`src/rtl/controle_busca_instrucao.sv`:
```
// Instruction-memory port owner: byte-serial loader, PC sequencing, stall/branch redirects, run/halt status.
// Optional feature: define HALT_ON_ECALL_EN to stop in PARADO on a fetched ecall/ebreak.
module controle_busca_instrucao #(
    parameter int          NUM_PALAVRAS = 256,
    parameter int          ADDR_W       = 8,
    parameter logic [31:0] RESET_PC     = 32'h0
) (
    input  logic              clock,
    input  logic              reset,
    input  logic              Start_Carga,
    input  logic              Fim_Carga,
    input  logic              Byte_Valido,
    input  logic [7:0]        Byte_Dado,
    output logic              Byte_Pronto,
    input  logic              Iniciar,
    input  logic              Stall,
    input  logic              Desvio,
    input  logic [31:0]       Alvo_Desvio,
    input  logic [31:0]       Instrucao_In,
    output logic [ADDR_W-1:0] Mem_Endereco,
    output logic              Mem_Escrita,
    output logic [31:0]       Mem_Dado,
    output logic [31:0]       PC,
    output logic              Instrucao_Valida,
    output logic              Executando,
    output logic [ADDR_W:0]   Palavras_Carregadas,
    output logic              Erro_Alinhamento
);
    localparam int                PC_W       = ADDR_W + 2;
    localparam logic [ADDR_W-1:0] ULTIMO     = ADDR_W'(NUM_PALAVRAS - 1);
    localparam logic [PC_W-1:0]   PC_INICIAL = RESET_PC[PC_W-1:0];
`ifdef HALT_ON_ECALL_EN
    localparam logic PARA_EM_ECALL = 1'b1;
`else
    localparam logic PARA_EM_ECALL = 1'b0;
`endif

    typedef enum logic [1:0] {IDLE, CARGA, EXECUTA, PARADO} estado_t;

    estado_t           estado, estado_d;
    logic [PC_W-1:0]   pc_q, pc_d;
    logic [ADDR_W-1:0] ponteiro, ponteiro_d;
    logic [1:0]        lane, lane_d;
    logic [31:0]       palavra, palavra_d;
    logic              escrita, escrita_d;
    logic              encerrar, encerrar_d;
    logic [ADDR_W:0]   palavras, palavras_d;
    logic              erro, erro_d;
    logic              ecall_detectado;
    logic              unused_alvo;

    // The PC lives modulo the memory size, so the upper target bits are dropped.
    assign unused_alvo     = ^Alvo_Desvio[31:PC_W];
    assign ecall_detectado = PARA_EM_ECALL &&
                             (Instrucao_In == 32'h00000073 || Instrucao_In == 32'h00100073);

    always_ff @(posedge clock or posedge reset) begin
        if (reset) begin
            estado   <= IDLE;
            pc_q     <= PC_INICIAL;
            ponteiro <= '0;
            lane     <= '0;
            palavra  <= '0;
            escrita  <= 1'b0;
            encerrar <= 1'b0;
            palavras <= '0;
            erro     <= 1'b0;
        end else begin
            estado   <= estado_d;
            pc_q     <= pc_d;
            ponteiro <= ponteiro_d;
            lane     <= lane_d;
            palavra  <= palavra_d;
            escrita  <= escrita_d;
            encerrar <= encerrar_d;
            palavras <= palavras_d;
            erro     <= erro_d;
        end
    end

    always_comb begin
        estado_d   = estado;
        pc_d       = pc_q;
        ponteiro_d = ponteiro;
        lane_d     = lane;
        palavra_d  = palavra;
        escrita_d  = 1'b0;
        encerrar_d = encerrar;
        palavras_d = palavras;
        erro_d     = erro;
        if (Start_Carga) begin
            estado_d   = CARGA;
            ponteiro_d = '0;
            lane_d     = '0;
            palavra_d  = '0;
            encerrar_d = 1'b0;
            palavras_d = '0;
            erro_d     = 1'b0;
        end else begin
            case (estado)
                IDLE, PARADO: begin
                    if (Iniciar) begin
                        estado_d = EXECUTA;
                        pc_d     = PC_INICIAL;
                        erro_d   = 1'b0;
                    end
                end
                CARGA: begin
                    if (escrita) begin
                        ponteiro_d = ponteiro + 1'b1;
                        palavras_d = palavras + 1'b1;
                        palavra_d  = '0;
                        lane_d     = '0;
                        encerrar_d = 1'b0;
                        if (encerrar || Fim_Carga || ponteiro == ULTIMO)
                            estado_d = IDLE;
                    end else begin
                        if (Byte_Valido) begin
                            palavra_d[{lane, 3'b000} +: 8] = Byte_Dado;
                            lane_d = lane + 1'b1;
                            if (lane == 2'd3)
                                escrita_d = 1'b1;
                        end
                        // A byte arriving with Fim_Carga is kept, then the partial word is flushed.
                        if (Fim_Carga) begin
                            if (Byte_Valido || lane != 2'd0) begin
                                escrita_d  = 1'b1;
                                encerrar_d = 1'b1;
                            end else begin
                                estado_d = IDLE;
                            end
                        end
                    end
                end
                EXECUTA: begin
                    if (!Stall) begin
                        if (ecall_detectado) begin
                            estado_d = PARADO;
                        end else if (Desvio) begin
                            if (Alvo_Desvio[1:0] != 2'b00) begin
                                erro_d   = 1'b1;
                                estado_d = PARADO;
                            end else begin
                                pc_d = Alvo_Desvio[PC_W-1:0];
                            end
                        end else begin
                            pc_d = pc_q + PC_W'(4);
                        end
                    end
                end
                default: estado_d = IDLE;
            endcase
        end
    end

    assign Byte_Pronto         = (estado == CARGA) && !escrita;
    assign Mem_Escrita         = escrita;
    assign Mem_Dado            = escrita ? palavra : 32'h0;
    assign Mem_Endereco        = (estado == CARGA) ? ponteiro : pc_q[PC_W-1:2];
    assign PC                  = {{(32-PC_W){1'b0}}, pc_q};
    assign Executando          = (estado == EXECUTA);
    assign Instrucao_Valida    = (estado == EXECUTA) && !Stall;
    assign Palavras_Carregadas = palavras;
    assign Erro_Alinhamento    = erro;

endmodule

```
`config.mk`:
```
export PLATFORM = sky130hd
export DESIGN_NAME = controle_busca_instrucao
export DESIGN_NICKNAME = d
export VERILOG_FILES = /design/src/rtl/controle_busca_instrucao.sv
export SDC_FILE = /design/constraint.sdc
export NUM_CORES = 1
export LEC_CHECK = 0
export CORE_MARGIN = 4
export CORE_UTILIZATION = 35
export CTS_BUF_LIST = sky130_fd_sc_hd__clkbuf_4 sky130_fd_sc_hd__clkbuf_8
export DETAILED_ROUTE_END_ITERATION = 6
export HOLD_SLACK_MARGIN = 0.1
export PLACE_DENSITY = 0.74
export SLEW_MARGIN = 10
export SYNTH_ARGS = -nofsm -noshare
export SYNTH_HDL_FRONTEND = slang
export SYNTH_SLANG_ARGS = --single-unit
```
`constraint.sdc`:
```
create_clock -name clock -period 6.3 [get_ports clock]
set_input_delay 1.26 -clock clock [delete_from_list [all_inputs] [get_ports clock]]
set_output_delay 1.26 -clock clock [all_outputs]
set_load 0.03 [all_outputs]
```
== Word level (Yosys, flattened, before mapping) ==
Index checks and enable logic that the tools add are counted.

* Output and inout port bits: 86
* Register bits after elaboration: 66
* Input bits: 80
* Logic and storage cells: 106

* Reductions and logical operators: 24
* Add/sub/neg operators: 5
* Eq/ne operators: 15
* Shifts and indexed selects: 2
* Bitwise operators: 1
* Mux-type cells: 50

{| class="wikitable"
|+ Operators with widths
! kind !! number
|-
| 32-bit two-way mux || 5
|-
| 10-bit two-way mux || 4
|-
| 32-bit bitwise mux || 1
|-
| 8-bit two-way mux || 4
|-
| 8-bit by 7-bit variable shift with 32-bit output, first input constant || 1
|-
| 8-bit by 7-bit indexed part select with 32-bit output || 1
|-
| 9-bit two-way mux || 3
|-
| 2-bit two-way mux || 13
|-
| 10-bit one-hot mux with 2 select lines || 1
|-
| 1-bit two-way mux || 17
|-
| 3-bit inequality test, second input constant || 4
|-
| 4-bit inequality test, second input constant || 3
|-
| 3-bit nonzero test || 4
|-
| 10-bit by 3-bit adder with 10-bit output, second input constant || 1
|-
| 5-bit AND reduction || 2
|-
| 2-bit nonzero test || 5
|-
| 9-bit by 1-bit adder with 9-bit output, second input constant || 1
|-
| 8-bit by 1-bit adder with 8-bit output, second input constant || 1
|-
| 8-bit equality test, second input constant || 1
|-
| 5-bit negator with 7-bit output || 1
|-
| 7-bit AND reduction || 1
|-
| 2-bit equality test, second input constant || 3
|-
| 2-bit one-hot mux with 3 select lines || 1
|-
| 2-bit inequality test, second input constant || 2
|-
| other kinds (12) || 17
|}

== Logic depth before layout (Yosys ltp) ==
* Depth after elaboration: 8
* Depth in mapped cells: 9

== Worst setup path after synthesis ==
OpenSTA, ideal clock, no wires.

* Kind: input to output
* Start: in Stall
* End: out Instrucao_Valida
* Path slack: 3.286 ns
* Buffers on the path: 0
* Required time: 5.040 ns
* Stages: 1
* Arrival time: 1.754 ns
* Cell sequence: nor2b_1

* Longest elaborated chain between the ends: 2

{| class="wikitable"
|+ Ends and longest elaborated chain
! item !! RTL line !! text
|-
| start, declared || 16 || <nowiki>input logic Stall,</nowiki>
|-
| 1-bit zero test || 162 || <nowiki>assign Instrucao_Valida = (estado == EXECUTA) && !Stall;</nowiki>
|-
| 1-bit logical AND || 162 ||
|-
| end, declared || 24 || <nowiki>output logic Instrucao_Valida,</nowiki>
|}

Every way passes these cells.

== Worst setup path in the final report ==
Same ends and word-level chain as after synthesis.

==> impl_results.md <==
- Combinational fraction of design power: a little under a third
- Fin Hold WS: between 0.4 and 0.5 ns
- Setup Viol. Count Final: 0
- H-tree Lvls: 3
- First-pass GRT wire length: approximately 14000 um
- Hold WC Path Type: flip-flop to flip-flop
- Initial Utilization: between 30% and 40%
- Clock buffer count from CTS: 9
- Clock buffer depth: 2
- Min Tclk post-route: between 3 and 4 ns
- Nets: between 500 and 600
- Sw Share: between 30% and 40%
- DRT Pass-1 Iters: 4
- Crit path capture type: output port
- Flop pwr share: a little over two fifths
- Worst-Skew Late Latency: 0.34 ns
- Vias in the first global route: 2899
- Period utilization: about 62%
- Most used cells in the layout excluding fill and tap cells: clkdlybuf4s50_1, dfrtp_1, nand2_1
- Fmax: between 200 and 300 MHz
- Avg Vias per Cell: a little under 5
- Rows: 36
- Distinct cells, synth: 51
- Cts-stage hold buffer count: 0
- N_diodes: 0
- Largest net degree at the start of global routing: between 60 and 70
- Crit path max fanout: 3
- Top-area cell type share of the netlist area: between 40% and 50%
- Post-synth top area cell: dfrtp_1
- Startpoint Class: input port
- Clk root buf: clkbuf_8
- Die width: approximately 110 um
- Largest cells by area after synthesis: dfrtp_1, a22o_1, and2_1, buf_4, ha_1
- Final hold vios: 0
- Tot GR Track Use: between 10 and 15%
- Initial antenna violation count: 0
- DR vias: about 2.9k
- Setup WS pre-CTS: around 2.4 ns
- IO Port Bufs: between 80 and 90
- Post-Syn Area: 0.00362 mm^2
- Total negative slack: 0 ns
- Final setup margin: around 2.4 ns
- # DRC: 0
- Register area share after synthesis: between 40% and 50%
- Cts repair resizes: 0
- Syn Area/Cell: about 9.8 um^2
- Most common cell after layout, fill and taps aside: clkdlybuf4s50_1
- Syn Inst Count: 371
- EDFF count, synth: 0
- Clk_skew: ~0.014 ns
- R2R setup slack: 3.70 ns
- Share of cells above drive strength 1: roughly 8.5%
- Boundary pin count: roughly 170
- Slew @ Worst Pin: ~1.1 ns
- Post-DP HPWL: roughly 6400 um
- Net Switching: roughly 440 uW
- Critical Path RT: 5.04 ns
- Slew Limit Fails: 0
- Core ar.: roughly 0.0099 mm^2
- GPL Wtd Cong: around 0.83
- Primary FF master, synth: dfrtp_1
- Final Non-Filler Cells: around 590
- TritonCTS clock tree: yes
- Maximum capacitance violations: 0
- Worst VDD drop: ~0.15 mV
- Critical path class: input port to output port
- Final wirelength: roughly 8800 um
- Clk slew on worst S/H paths: 0.08 ns
- Placed Cells: between 500 and 600
- Status: finished clean
- Die Height: around 110 um
- GRT overflow: 0
- #FFs+latches synth: 66
- RSZ-0062 raised after global routing: false
- Area grow syn2layout: 29.8%
- Leakage: 2.06 nW
- Clock share of power: a little over a quarter
- Die footprint: around 0.012 mm^2
- Pwr dens: approximately 260 mW/mm^2
- CP arrival: 2.66 ns
- Ys async rst share: 100%
- Yosys warns: 0
- Filler Cell Count: slightly above 900
- Routed wire length per instance: 14.8 um
- Internal: 758 uW
- # clock sinks: between 60 and 70
- Iter 0 DRT Violations: 93
- Flip-flop and latch area: approximately 0.0017 mm^2
- Slew margin rel.: just under 30%
- Routed Antenna Nets: 0
- Multi-input gate area: between 0.0015 and 0.002 mm^2
- Post-CTS Setup Bufs: 0
- Total power: approximately 1.2 mW
cell usage after synthesis (2+ instances only):
cell type / number
mux2_2: 9
inv_2: 2
or3_1: 2
a21oi_1: 10
clkbuf_1: 8
xor2_1: 11
inv_1: 8
nand2_1: 35
a22o_1: 24
a21o_1: 4
nand2b_2: 2
a31oi_1: 3
buf_2: 4
a22oi_1: 2
nand3_1: 8
and3_1: 3
a21boi_1: 2
dfrtp_1: 66
or4_1: 2
a21oi_2: 4
ha_1: 11
nand4_1: 6
o21a_1: 3
buf_4: 22
nor2b_1: 4
o21ai_1: 24
nor3_1: 4
o21ai_0: 6
xnor2_1: 2
and2_1: 33
nor2_1: 27
routing by layer:
| layer | track usage, % | routed length [um] | up-vias |
|---|---|---|---|
| met5 | 0 | 0 | - |
| met4 | 5.25 | 160 | 0 |
| met3 | 4.05 | 658 | 17 |
| met2 | 22.4 | 3840 | 113 |
| met1 | 20.1 | 4140 | 1408 |
| li1 | - | - | 1409 |
cells by family after synthesis:
kind of cell / Yosys count / share of synthesized area, %
AO/OA/AOI/OAI: 87 / 16.3
XOR/XNOR: 13 / 3.15
adder cells (fa/ha/maj): 11 / 3.80
buffers and inverters: 47 / 7.81
flip-flops: 66 / 45.6
multiplexers: 10 / 3.08
other: 1 / 0.104
AND/OR/NAND/NOR: 136 / 20.1
layout make-up:
cell class	count	area share [%]
tap	133	3.54
multi-input combinational	279	37.5
timing repair buffer	91	19.3
sequential	66	35.2
clock inverter	4	0.613
clock buffer	11	3.09
inverter	10	0.799
worst paths after layout:
| path | from | endpoint | depth (start not counted) |
|---|---|---|---|
| max in group asynchronous | reset | ponteiro[0] | 3 |
| min in group asynchronous | reset | palavra[15] | 3 |
| worst min-delay path | palavra[14] | palavra[14] | 2 |
| worst max register to register | estado[1] | Palavras_Carregadas[5] | 6 |
| worst min register to register | palavra[14] | palavra[14] | 2 |
| worst max-delay path | Stall | Instrucao_Valida | 3 |
power by group through the flow:
stage	Clock [mW]	Combinational, mW	Sequential (mW)
6_report	0.316	0.381	0.503
5_1_grt	0.345	0.417	0.511
3_5_place_dp	0	0.381	0.511
4_1_cts	0.326	0.383	0.503
2_1_floorplan	0	0.295	0.503
3_3_place_gp	0	0.369	0.508
metrics by stage:
stage / cell area (um^2) / util, %
floorplan: 3700 / -
global placement: 4520 / 45.7
detailed placement: 4520 / 45.7
CTS: 4700 / 47.4
global route: 4700 / 47.4
finish: 4700 / 47.4
flip-flops by register name, indices dropped and copies added (netlist names):
register             count
palavra                 32
Palavras_Carregadas      9
estado                   2
Mem_Escrita              1
lane                     2
encerrar                 1
pc_q                    10
Erro_Alinhamento         1
ponteiro                 8
critical path, cell delays in order:
cell             delay, ns
clkdlybuf4s50_1       0.44
nor2b_1               0.24
clkdlybuf4s50_1       0.72
(Power assumes the default switching activity.)
